===== config.mk =====
export PLATFORM = sky130hd
export DESIGN_NAME = dm_access_unit
export DESIGN_NICKNAME = d
export VERILOG_FILES = /design/src/rtl/dm_access_unit.sv
export SDC_FILE = /design/constraint.sdc
export NUM_CORES = 1
export LEC_CHECK = 0
export ABC_CLOCK_PERIOD_IN_PS = 3000
export BUFFER_PORTS_ARGS = -buffer_cell sky130_fd_sc_hd__buf_2
export CORE_MARGIN = 5
export CORE_UTILIZATION = 30
export CTS_BUF_LIST = sky130_fd_sc_hd__clkbuf_8
export DETAILED_ROUTE_END_ITERATION = 12
export PLACE_DENSITY = 0.59
export SETUP_SLACK_MARGIN = 0.2
export SYNTH_ARGS = -nofsm -noshare
export SYNTH_HDL_FRONTEND = slang
export SYNTH_SLANG_ARGS = --single-unit

===== constraint.sdc =====
create_clock -name clk -period 3 [get_ports clk]
set_input_delay 0.3 -clock clk [delete_from_list [all_inputs] [get_ports clk]]
set_output_delay 0.3 -clock clk [all_outputs]
set_load 0.005 [all_outputs]

===== src/rtl/dm_access_unit.sv =====
// -----------------------------------------------------------------------------
// dm_access_unit
//
// Multi-cycle data-memory access engine for the multi-cycle core. Takes one
// load/store request from the datapath (control-decoder encodings MemWrite /
// MemRead / LAddr, ALU byte address, rt store data) and carries it out against
// a word-wide data memory through a req/ack handshake.
//   - sw          : one write beat.
//   - sb / sh     : read-modify-write (one read beat, then one write beat).
//   - loads       : one read beat; result aligned and sign/zero-extended.
//   - misaligned  : aborted without touching memory (misalign flag).
//   - no ack      : beat abandoned after 2^TO_W-1 cycles (timeout flag).
// Byte order is little-endian: byte k of a word is word[8k+7:8k].
//
// Parameters:
//   TO_W      width of the ack-timeout counter
//
// Ports:
//   clk       clock, rising edge
//   rst       synchronous, active-high reset
//   start     one-cycle request pulse, only accepted while idle
//   MemWrite  00 none, 01 sw, 10 sb, 11 sh (wins over MemRead)
//   MemRead   1 = load, type selected by LAddr
//   LAddr     000 lw, 001 lb, 010 lbu, 011 lh, 100 lhu, others lw
//   addr      byte address
//   wdata     store data
//   busy      high whenever the engine is not idle
//   done      one-cycle completion pulse
//   rdata     formatted load result, held until the next load completes
//   misalign  access aborted for misalignment (valid with done)
//   timeout   access aborted for missing ack (valid with done)
//   m_req     memory request
//   m_we      memory write enable
//   m_addr    word address of the access
//   m_wdata   word to write
//   m_rdata   word read back, valid with m_ack
//   m_ack     beat completion, sampled while m_req is high
// -----------------------------------------------------------------------------
module dm_access_unit #(
  parameter int TO_W = 8
) (
  input  logic        clk,
  input  logic        rst,
  input  logic        start,
  input  logic [1:0]  MemWrite,
  input  logic        MemRead,
  input  logic [2:0]  LAddr,
  input  logic [31:0] addr,
  input  logic [31:0] wdata,
  output logic        busy,
  output logic        done,
  output logic [31:0] rdata,
  output logic        misalign,
  output logic        timeout,
  output logic        m_req,
  output logic        m_we,
  output logic [31:0] m_addr,
  output logic [31:0] m_wdata,
  input  logic [31:0] m_rdata,
  input  logic        m_ack
);

  typedef enum logic [1:0] {
    IDLE,
    READ,
    WRITE,
    DONE
  } state_t;

  typedef enum logic [3:0] {
    OP_NONE,
    OP_SW,
    OP_SB,
    OP_SH,
    OP_LW,
    OP_LB,
    OP_LBU,
    OP_LH,
    OP_LHU
  } op_t;

  // Last count value that still waits; the abort happens on the
  // (2^TO_W-1)-th cycle without an ack.
  localparam logic [TO_W-1:0] TO_LAST = {{(TO_W-1){1'b1}}, 1'b0};

  state_t          state;
  state_t          state_next;

  op_t             op_in;
  logic            mis_in;

  op_t             op_q;
  logic [1:0]      off_q;
  logic [15:0]     wdata_q;
  logic [TO_W-1:0] to_cnt;

  logic            is_load;
  logic            start_acc;
  logic            ld_rdata;
  logic            ld_merge;
  logic            to_fire;
  logic            cnt_clr;
  logic            cnt_inc;

  logic [7:0]      byte_sel;
  logic [15:0]     half_sel;
  logic [31:0]     load_fmt;
  logic [31:0]     merged;

  // ---------------------------------------------------------------------------
  // Request decode (inputs are only looked at while idle)
  // ---------------------------------------------------------------------------
  // NOTE: every signal written in an always_comb gets a default first so no
  // path through the block leaves it unassigned and infers a latch.
  always_comb begin
    op_in = OP_NONE;
    case (MemWrite)
      2'b01:   op_in = OP_SW;
      2'b10:   op_in = OP_SB;
      2'b11:   op_in = OP_SH;
      default: begin
        if (MemRead) begin
          case (LAddr)
            3'b001:  op_in = OP_LB;
            3'b010:  op_in = OP_LBU;
            3'b011:  op_in = OP_LH;
            3'b100:  op_in = OP_LHU;
            default: op_in = OP_LW;
          endcase
        end
      end
    endcase
  end

  // Only sw needs word alignment; halfword ops need even addresses. Byte ops
  // and lw never abort.
  always_comb begin
    mis_in = 1'b0;
    case (op_in)
      OP_SW:                 mis_in = (addr[1:0] != 2'b00);
      OP_SH, OP_LH, OP_LHU:  mis_in = addr[0];
      default:               mis_in = 1'b0;
    endcase
  end

  assign is_load = op_q inside {OP_LW, OP_LB, OP_LBU, OP_LH, OP_LHU};

  // ---------------------------------------------------------------------------
  // FSM: state register
  // ---------------------------------------------------------------------------
  // NOTE: clocked blocks use non-blocking assignments only, so every register
  // samples pre-edge values regardless of block evaluation order.
  always_ff @(posedge clk) begin
    if (rst) begin
      state <= IDLE;
    end else begin
      state <= state_next;
    end
  end

  // ---------------------------------------------------------------------------
  // FSM: next state and datapath strobes
  // ---------------------------------------------------------------------------
  always_comb begin
    state_next = state;
    start_acc  = 1'b0;
    ld_rdata   = 1'b0;
    ld_merge   = 1'b0;
    to_fire    = 1'b0;
    cnt_clr    = 1'b0;
    cnt_inc    = 1'b0;

    case (state)
      IDLE: begin
        if (start) begin
          start_acc = 1'b1;
          if (mis_in || (op_in == OP_NONE)) begin
            state_next = DONE;
          end else if (op_in == OP_SW) begin
            state_next = WRITE;
            cnt_clr    = 1'b1;
          end else begin
            // sb/sh fetch the word first so the other bytes survive.
            state_next = READ;
            cnt_clr    = 1'b1;
          end
        end
      end

      READ: begin
        // An ack on the terminal-count cycle still completes the beat.
        if (m_ack) begin
          if (is_load) begin
            ld_rdata   = 1'b1;
            state_next = DONE;
          end else begin
            ld_merge   = 1'b1;
            state_next = WRITE;
            cnt_clr    = 1'b1;
          end
        end else if (to_cnt == TO_LAST) begin
          to_fire    = 1'b1;
          state_next = DONE;
        end else begin
          cnt_inc = 1'b1;
        end
      end

      WRITE: begin
        if (m_ack) begin
          state_next = DONE;
        end else if (to_cnt == TO_LAST) begin
          to_fire    = 1'b1;
          state_next = DONE;
        end else begin
          cnt_inc = 1'b1;
        end
      end

      DONE: begin
        state_next = IDLE;
      end

      default: begin
        state_next = IDLE;
      end
    endcase
  end

  // ---------------------------------------------------------------------------
  // Load formatting and sub-word merge, both straight off the returned word
  // ---------------------------------------------------------------------------
  assign byte_sel = m_rdata[{off_q, 3'b000} +: 8];
  assign half_sel = m_rdata[{off_q[1], 4'b0000} +: 16];

  always_comb begin
    load_fmt = m_rdata;
    case (op_q)
      OP_LB:   load_fmt = {{24{byte_sel[7]}}, byte_sel};
      OP_LBU:  load_fmt = {24'h000000, byte_sel};
      OP_LH:   load_fmt = {{16{half_sel[15]}}, half_sel};
      OP_LHU:  load_fmt = {16'h0000, half_sel};
      default: load_fmt = m_rdata;
    endcase
  end

  always_comb begin
    merged = m_rdata;
    case (op_q)
      OP_SB:   merged[{off_q, 3'b000} +: 8]     = wdata_q[7:0];
      OP_SH:   merged[{off_q[1], 4'b0000} +: 16] = wdata_q[15:0];
      default: merged = m_rdata;
    endcase
  end

  // ---------------------------------------------------------------------------
  // Datapath registers
  // ---------------------------------------------------------------------------
  always_ff @(posedge clk) begin
    if (rst) begin
      op_q     <= OP_NONE;
      off_q    <= 2'b00;
      wdata_q  <= 16'h0000;
      to_cnt   <= '0;
      rdata    <= 32'h0000_0000;
      m_addr   <= 32'h0000_0000;
      m_wdata  <= 32'h0000_0000;
      misalign <= 1'b0;
      timeout  <= 1'b0;
    end else begin
      if (cnt_clr) begin
        to_cnt <= '0;
      end else if (cnt_inc) begin
        to_cnt <= to_cnt + 1'b1;
      end

      if (start_acc) begin
        op_q     <= op_in;
        off_q    <= addr[1:0];
        wdata_q  <= wdata[15:0];
        m_addr   <= {addr[31:2], 2'b00};
        misalign <= mis_in;
        timeout  <= 1'b0;
        if (op_in == OP_SW) begin
          m_wdata <= wdata;
        end
      end

      if (ld_merge) begin
        m_wdata <= merged;
      end

      if (ld_rdata) begin
        rdata <= load_fmt;
      end

      if (to_fire) begin
        timeout <= 1'b1;
      end
    end
  end

  // Handshake outputs come straight from the state, so m_req/m_we cannot
  // glitch within a beat and drop the cycle after a reset edge.
  assign busy  = (state != IDLE);
  assign done  = (state == DONE);
  assign m_req = (state == READ) || (state == WRITE);
  assign m_we  = (state == WRITE);

endmodule

# Yosys cells after proc, flatten, opt, wreduce, memory -nomap -nowiden
# Cells that the tools add are included.
[word_totals]
register_bits = 128
in_bits = 106
output_inout_bits = 102
elab_cells = 94
[classes]
addsub = 3
n_eq_ne = 23
n_shift = 6
mux = 38
n_reduce_logical = 14
[op_table]
columns = ["operator", "n"]
rows = [
  ["one-hot mux 32 bit (4 select lines)", 1],
  ["2-to-1 mux 32 bit", 3],
  ["bitwise mux 32 bit", 2],
  ["one-hot mux 32 bit (2 select lines)", 1],
  ["variable shift 16 x 7 -> 32 bit (first input constant)", 1],
  ["variable shift 8 x 7 -> 32 bit (first input constant)", 1],
  ["indexed part select 16 x 7 -> 32 bit", 1],
  ["indexed part select 32 x 6 -> 16 bit", 1],
  ["indexed part select 32 x 6 -> 8 bit", 1],
  ["indexed part select 8 x 7 -> 32 bit", 1],
  ["equality test 4 x 3 -> 1 bit (second input constant)", 5],
  ["2-to-1 mux 1 bit", 19],
  ["one-hot mux 4 bit (4 select lines)", 1],
  ["negator 5 -> 7 bit", 2],
  ["equality test 4 x 2 -> 1 bit (second input constant)", 3],
  ["2-to-1 mux 2 bit", 6],
  ["one-hot mux 4 bit (3 select lines)", 1],
  ["nonzero test 2 bit", 5],
  ["adder 8 x 1 -> 8 bit (second input constant)", 1],
  ["equality test 2 bit (second input constant)", 4],
  ["equality test 4 bit (second input constant)", 2],
  ["equality test 8 bit (second input constant)", 1],
  ["one-hot mux 2 bit (4 select lines)", 1],
  ["equality test 3 x 2 -> 1 bit (second input constant)", 2],
  ["14 further kinds", 18],
]

# Logic depth before layout (Yosys ltp)
# Gate-level depths: netlist of the first run.
[logic_depth]
ltp_word = 12
ltp_mapped = 9
ltp_nobuf = 7

# Worst setup path after synthesis of the first run
# Ideal clock, no wire load.
[synth_path]
path_type = "flip-flop to flip-flop"
from = "register off_q[1]"
to = "register m_wdata[31]"
setup_ns = 0.091
arrival_ns = 2.135
required_ns = 2.909
setup_slack_ns = 0.775
stages_incl_launch_ff = 8
path_buffers = 1
synth_period_minus_slack_ns = 2.225
cell_sequence = "dfxtp_1 > clkinv_1 > clkbuf_1 > ha_1 > nand2b_2 > nor4_2 > a211oi_1 > a311oi_1"
[synth_between]
elab_chain_cells = 5
word_cells_on_any_way = 10
cone_classes = "2 x add/sub; 4 x shift; 4 x mux"
[synth_lines]
columns = ["element", "line_no", "source"]
rows = [
  ["start, declared", "93", "logic [1:0] off_q;"],
  ["start signal, assigned", "279", "off_q <= addr[1:0];"],
  ["negator 5 -> 7 bit (on tied branches)", "251, 250", ""],
  ["indexed part select 16 x 7 -> 32 bit, or another cell as far along", "251", "OP_SH: merged[{off_q[1], 4'b0000} +: 16] = wdata_q[15:0];"],
  ["bitwise mux 32 bit (on tied branches)", "251, 250", ""],
  ["one-hot mux 32 bit (2 select lines) *", "249", "case (op_q)"],
  ["2-to-1 mux 32 bit *", "289", "if (ld_merge) begin"],
  ["end signal, assigned", "285", "m_wdata <= wdata;"],
  ["end signal, assigned", "290", "m_wdata <= merged;"],
  ["end, declared", "58", "output logic [31:0] m_wdata,"],
]
# Mark *: on every way between the ends. The rest lies on a longest branch, timed or not.
# A chain may end at the register's enable or synchronous reset.

# Worst setup path after layout of the first run
[layout_path]
from = "register op_q[0]"
to = "register rdata[9]"
[layout_between]
elab_chain_cells = 5
word_cells_on_any_way = 10
cone_classes = "5 x eq/ne; 4 x mux; 1 x reduce/logical"
[layout_lines]
columns = ["element", "line_no", "source"]
rows = [
  ["start, declared", "92", "op_t op_q;"],
  ["start signal, assigned", "278", "op_q <= op_in;"],
  ["equality test 4 x 3 -> 1 bit, or another cell as far along", "146", "assign is_load = op_q inside {OP_LW, OP_LB, OP_LBU, OP_LH, OP_LHU};"],
  ["nonzero test 5 bit", "146", ""],
  ["2-to-1 mux 1 bit", "193", "if (is_load) begin"],
  ["2-to-1 mux 1 bit", "192", "if (m_ack) begin"],
  ["2-to-1 mux 1 bit", "173", "case (state)"],
  ["end signal, assigned", "294", "rdata <= load_fmt;"],
  ["end, declared", "52", "output logic [31:0] rdata,"],
]
# Several ways; a longest one is shown, not always the timed one.

==> out/summary.txt, run 1 <==
outcome: finished clean
register area share after synthesis: 39.6%
Peak VDD IR: 0.341 mV
H-tree depth: 4
Synth cell types: 72
Final Hold Fails: 0
IO buf count: 205
share of layout cells above drive strength 1: 28.5%
Slowest-stage cell, CP: dfxtp_1
dominant cells by area after synthesis: dfxtp_1 (40%), nand2_1 (12%), a21oi_1 (6.7%)
register bit total from synthesis: 128
setup violators final: 0
CTS tree: built
EDFF count, synth: 0
Pleak: 3.46 nW
die area: 24600 um^2
Multi-input gate area: 3580 um^2
Syn Inst Count: 803
placed cell areas: 7680 um^2
Synth top cells by count: nand2_1 (208), dfxtp_1 (128), a21oi_1 (87)
Post-synth ARST share: 0%
routed vias: 6656
Final Slew Violations: 0
Yosys warning count: 0
number of diodes: 0
largest area contributor in the synthesized netlist: dfxtp_1
Slowest Stage Delay on Critical Path: 0.83 ns
Layout area overhead: 25.2%
routed wire length: 23100 um
most common cell in the synthesized netlist: nand2_1
number of clock sinks: 128
HP Class: input port to flip-flop
Worst setup SP type: flip-flop
Chip Width: 157 um
Seq pwr share: 39.5%
Internal: 3.48 mW
DRC Markers: 0
Top FF cell, synth: dfxtp_1
crit path cell chain: nor2_1, o21ai_2, nand2_1, o221ai_1, nand2_1
Mean Syn Cell Area: 8.05 um^2
clk_skew: 0.0114 ns
final worst path period share: 81.3%
clock power share: 28.8%
sw frac: 36.7%
number of vias per cell: 5.24
largest net degree at the start of global routing: 57
Critical Path AT: 2.77 ns
grt total ovfl: 0
CTS Hold Bufs: 0
Initial Utilization: 30.6%
Gates resized, CTS repair: 0
Storage cell area: 2560 um^2
relative slew slack: 46.9%
Top Ports: 208
Mapped Area: 6470 um^2
initial antenna violation count: 3
Worst-path clk slew: 0.08 ns
GR Util All Layers: 18.2%
Root Buffer: clkbuf_8
crit end category: flip-flop
Period minus WS final: 2.44 ns
FILL cells: 2244
chip height: 157 um
Routed Antenna Nets: 0
maximum clock frequency: 0.410 GHz
Max-Cap Viols: 0
setup bufs post-CTS: 0
critical path class: flip-flop to flip-flop
Synth top area share: 39.6%
CTS buffer count: 17
RSZ-0062 raised after global routing: false
most used cell, CP: nand2_1
area of the core: 21200 um^2
first-pass GRT wire length: 35400 um
crit path max fanout: 20
initial DRC count: 560
NetSw: 2.02 mW
worst slew pin tran: 0.793 ns
Row Count: 53
RePlAce Congestion: 0.928
post-route cell area: 8090 um^2
DR pass1 iterations: 6
combinational fraction of design power: 31.6%
pwr/cell area: 680 nW/um^2
wire length per cell: 18.2 um
Worst EP required: 3.33 ns
Clock Path Buffers: 2
HPWL after DPL: 17100 um
post-route setup TNS: 0 ns
number of global-route vias before repair: 6271
fin nets: 1100
Worst-Skew Late Latency: 0.45 ns
[flip-flops by register name (all words and copies together) (netlist names)]
name      flops
op_q          4
state         2
wdata_q      16
rdata        32
misalign      1
m_addr       30
off_q         2
m_wdata      32
timeout       1
to_cnt        8
[routing by layer]
| metal | vias to the layer above | GRT usage, % | routed length [um] | share of wire, % |
|---|---|---|---|---|
| met1 | 3054 | 24.7 | 10000 | 43 |
| li1 | 3266 | - | - | - |
| met3 | 24 | 5.75 | 2340 | 10 |
| met5 | - | 0 | 42 | 0.18 |
| met2 | 306 | 28.6 | 10500 | 45 |
| met4 | 6 | 3.97 | 214 | 0.93 |
[path summary, 6_finish.rpt]
path,cells past startpoint,slack (ns),start,endpoint
worst max-delay path,5,0.56,op_q[0],rdata[9]
worst min register to register,2,0.45,rdata[8],rdata[8]
worst max register to register,5,0.56,op_q[0],rdata[9]
worst min-delay path,3,0.08,addr[20],m_addr[20]
[per-stage QoR]
step	hold WS [ns]	util [%]	power [mW]	worst slack, ns	instances
final	0.0807	38.3	5.50	0.560	1271
after global routing	0.0698	38.3	5.86	0.456	1271
after CTS	0.0507	38.3	5.56	0.630	1271
after detailed placement	0.434	36.3	3.95	0.629	1239
after global placement	0.433	36.3	3.94	0.675	1239
after floorplan	0.431	-	3.28	0.775	804
[cells by family after synthesis]
logic type | synth area share (%)
buf+inv | 5.11
xor+xnor | 0.813
fa+ha+maj | 2.13
other cells | 0.0580
compound gates | 25.7
mux | 3.93
flops | 39.6
simple gates | 22.7
[power groups by stage]
stage / sequential [mW] / clock, mW / combinational [mW]
global placement: 2.20 / 0 / 1.74
global route: 2.21 / 1.71 / 1.95
CTS: 2.17 / 1.63 / 1.75
finish: 2.18 / 1.59 / 1.74
floorplan: 2.16 / 0 / 1.12
detailed placement: 2.21 / 0 / 1.74
[cell usage in the layout, fill, tap and decap left out, types with 9 or more instances in the layout]
cell type    n
a211oi_1    23
a21oi_1     87
a221oi_1    23
a31o_2      12
buf_2      204
buf_4       19
clkbuf_8    18
dfxtp_1    128
ha_1        11
mux2i_1     22
nand2_1    207
nand3_1     11
nor2_1      52
nor2b_1      9
nor3_1      10
o21ai_0     13
[critical path: cells and delay by family, from the launching register on]
kind	cells	cell delay, ns
flops	1	0.83
simple gates	3	0.64
compound gates	2	0.85
[final cells by class]
| class | count | share of cell area, % |
|---|---|---|
| clock buffer | 18 | 3.06 |
| clock inverter | 14 | 2.06 |
| inverter | 7 | 0.325 |
| multi-input combinational | 606 | 44.3 |
| sequential | 128 | 31.7 |
| tap | 275 | 4.25 |
| timing repair buffer | 223 | 14.4 |
Power figures use the tool's default switching activity.
==> run 2: changes to the inputs <==
- ABC_CLOCK_PERIOD_IN_PS: 3000 -> 2400
- clock period: 3 -> 2.4 ns (I/O delays scaled with it)
==> run 2 against run 1 <==
Effect of this change:
- maximum frequency up 17%
- clock skew is essentially flat
- first-iteration DRC count grew 6.6%
- clock power increased by 19%
- utilization up 1.3 points
- sequential power increased by 25%
- die area is the same
- critical path depth is 2 higher
- clock-buffer cell count grew 1
- sequential cell count unchanged
- total power rose by 25%
- cell area up 3.4%
- critical path type unchanged
- critical endpoint is now m_wdata[0]
- largest power group unchanged
==> out/summary.txt, run 2 (same netlist as run 1, synthesis figures left out) <==
Worst EP required: 2.71 ns
commonest non-fill, non-tap cell in the layout: nand2_1
Peak VDD IR: 0.479 mV
crit path cell chain: buf_6, nor2b_1, o21ai_1, buf_4, mux2i_1, o22a_1, nor2_1
relative slew slack: 61.0%
Slowest Stage Delay on Critical Path: 0.55 ns
RSZ-0062 raised after global routing: true
highest metal used: met5
Worst-Skew Late Latency: 0.45 ns
combinational fraction of design power: 32.7%
Seq pwr share: 39.6%
crit end category: flip-flop
CTS tree: built
DRC Markers: 0
Slowest-stage cell, CP: dfxtp_1
Chip Width: 157 um
post-route cell area: 8370 um^2
pwr/cell area: 820 nW/um^2
Period minus WS final: 2.09 ns
Layout area overhead: 29.4%
sw frac: 37.0%
maximum clock frequency: 0.478 GHz
NetSw: 2.54 mW
met3 routed WL: 2090 um
first-pass GRT wire length: 35700 um
dpl cells: 1249
Max-Cap Viols: 0
Multi-input gate area: 3610 um^2
critical path class: flip-flop to flip-flop
clock power share: 27.7%
DR pass1 iterations: 5
top flop regs: m_wdata: 32 flops, rdata: 32 flops, m_addr: 30 flops
outcome: finished clean
number of global-route vias before repair: 6357
CP top delay family: flip-flops
area of the core: 21200 um^2
largest net degree at the start of global routing: 52
RePlAce Congestion: 0.874
CTS buffer count: 17
Root Buffer: clkbuf_8
GR Util All Layers: 18.4%
share of layout cells above drive strength 1: 29.0%
HP Class: input port to flip-flop
H-tree depth: 4
FILL cells: 2249
Routed Antenna Nets: 0
final worst path period share: 87.2%
Pleak: 3.57 nW
Storage cell area: 2560 um^2
placed cell areas: 7760 um^2
M1 WL: 10600 um
initial antenna violation count: 5
Row Count: 53
Worst setup SP type: flip-flop
crit path max fanout: 25
wire length per cell: 18.1 um
Worst-path clk slew: 0.08 ns
fin nets: 1128
HPWL after DPL: 17100 um
chip height: 157 um
Internal: 4.32 mW
number of clock sinks: 128
Initial Utilization: 30.6%
critical path buffer and inverter count: 2
WP depth: 7
FF-to-FF path depth: 7
Critical Path AT: 2.41 ns
Clock Path Buffers: 2
Top Ports: 208
number of vias per cell: 5.20
grt total ovfl: 0
post-route setup TNS: 0 ns
worst slew pin tran: 0.585 ns
final cell count without fillers: 1301
setup violators final: 0
met2 wire len: 10600 um
IO buf count: 205
initial DRC count: 597
routed wire length: 23500 um
most frequent cells in the layout: nand2_1 (207), buf_2 (204), dfxtp_1 (127), a21oi_1 (87), nor2_1 (52)
Final Hold Fails: 0
clk_skew: 0.0119 ns
die area: 24600 um^2
routed vias: 6759
Final Slew Violations: 0
Min-Delay Path Depth: 3
[run 2: cell count changes in the layout (fill, tap and decap cells not counted), moves of 2 or more]
cell / delta
dlygate4sd3_1: +17
o21ai_1: +2
o21ai_0: -2
clkinvlp_4: +3
buf_4: +10
clkinv_2: -2
diode_2: +2
[run 2: repair_timing]
action	CTS	global route
hold buffers	17	0
resized for setup	0	6
hold endpoints to repair	17	0
endpoints found under the setup margin	0	39
setup buffers	0	1
[run 2: final timing paths]
path | from | end | slack [ns]
setup reg to reg | op_q[0] | m_wdata[0] | 0.31
setup / recovery | op_q[0] | m_wdata[0] | 0.31
hold reg to reg | rdata[10] | rdata[10] | 0.44
hold / removal | addr[9] | m_addr[9] | 0.03
[run 2: worst register-to-register path: stages, from the launching register on]
cell and delay [ns]:
dfxtp_1 0.55, buf_6 0.30, nor2b_1 0.12, o21ai_1 0.37, buf_4 0.23, mux2i_1 0.20
o22a_1 0.16, nor2_1 0.04
[run 2: layout make-up]
type	count	share of cell area, %
inverter	7	0.314
clock buffer	19	3.13
antenna	2	0.0598
clock inverter	13	1.67
multi-input combinational	606	43.1
timing repair buffer	251	17.0
sequential	128	30.6
tap	275	4.11
[run 2: power groups by stage]
stage | Combinational [mW] | Sequential (mW) | Clock (mW)
after floorplan | 1.40 | 2.70 | 0
final | 2.24 | 2.72 | 1.90
after global routing | 2.50 | 2.76 | 2.05
after CTS | 2.25 | 2.70 | 1.96
after global placement | 2.20 | 2.75 | 0
after detailed placement | 2.22 | 2.75 | 0
[run 2: per-stage QoR]
step | setup WS (ns) | total power [mW] | utilization, % | hold slack [ns]
detailed placement | 0.266 | 4.97 | 36.7 | 0.433
global placement | 0.274 | 4.95 | 36.7 | 0.431
global route | 0.187 | 7.31 | 39.5 | 0.0160
floorplan | 0.199 | 4.10 | - | 0.376
CTS | 0.265 | 6.92 | 39.4 | 0.00127
finish | 0.306 | 6.86 | 39.6 | 0.0310
[run 2: layer usage]
layer	vias up	track usage (%)
li1	3311	-
met1	3160	24.9
met2	260	28.8
met3	24	5.59
met4	4	4.21
met5	-	0
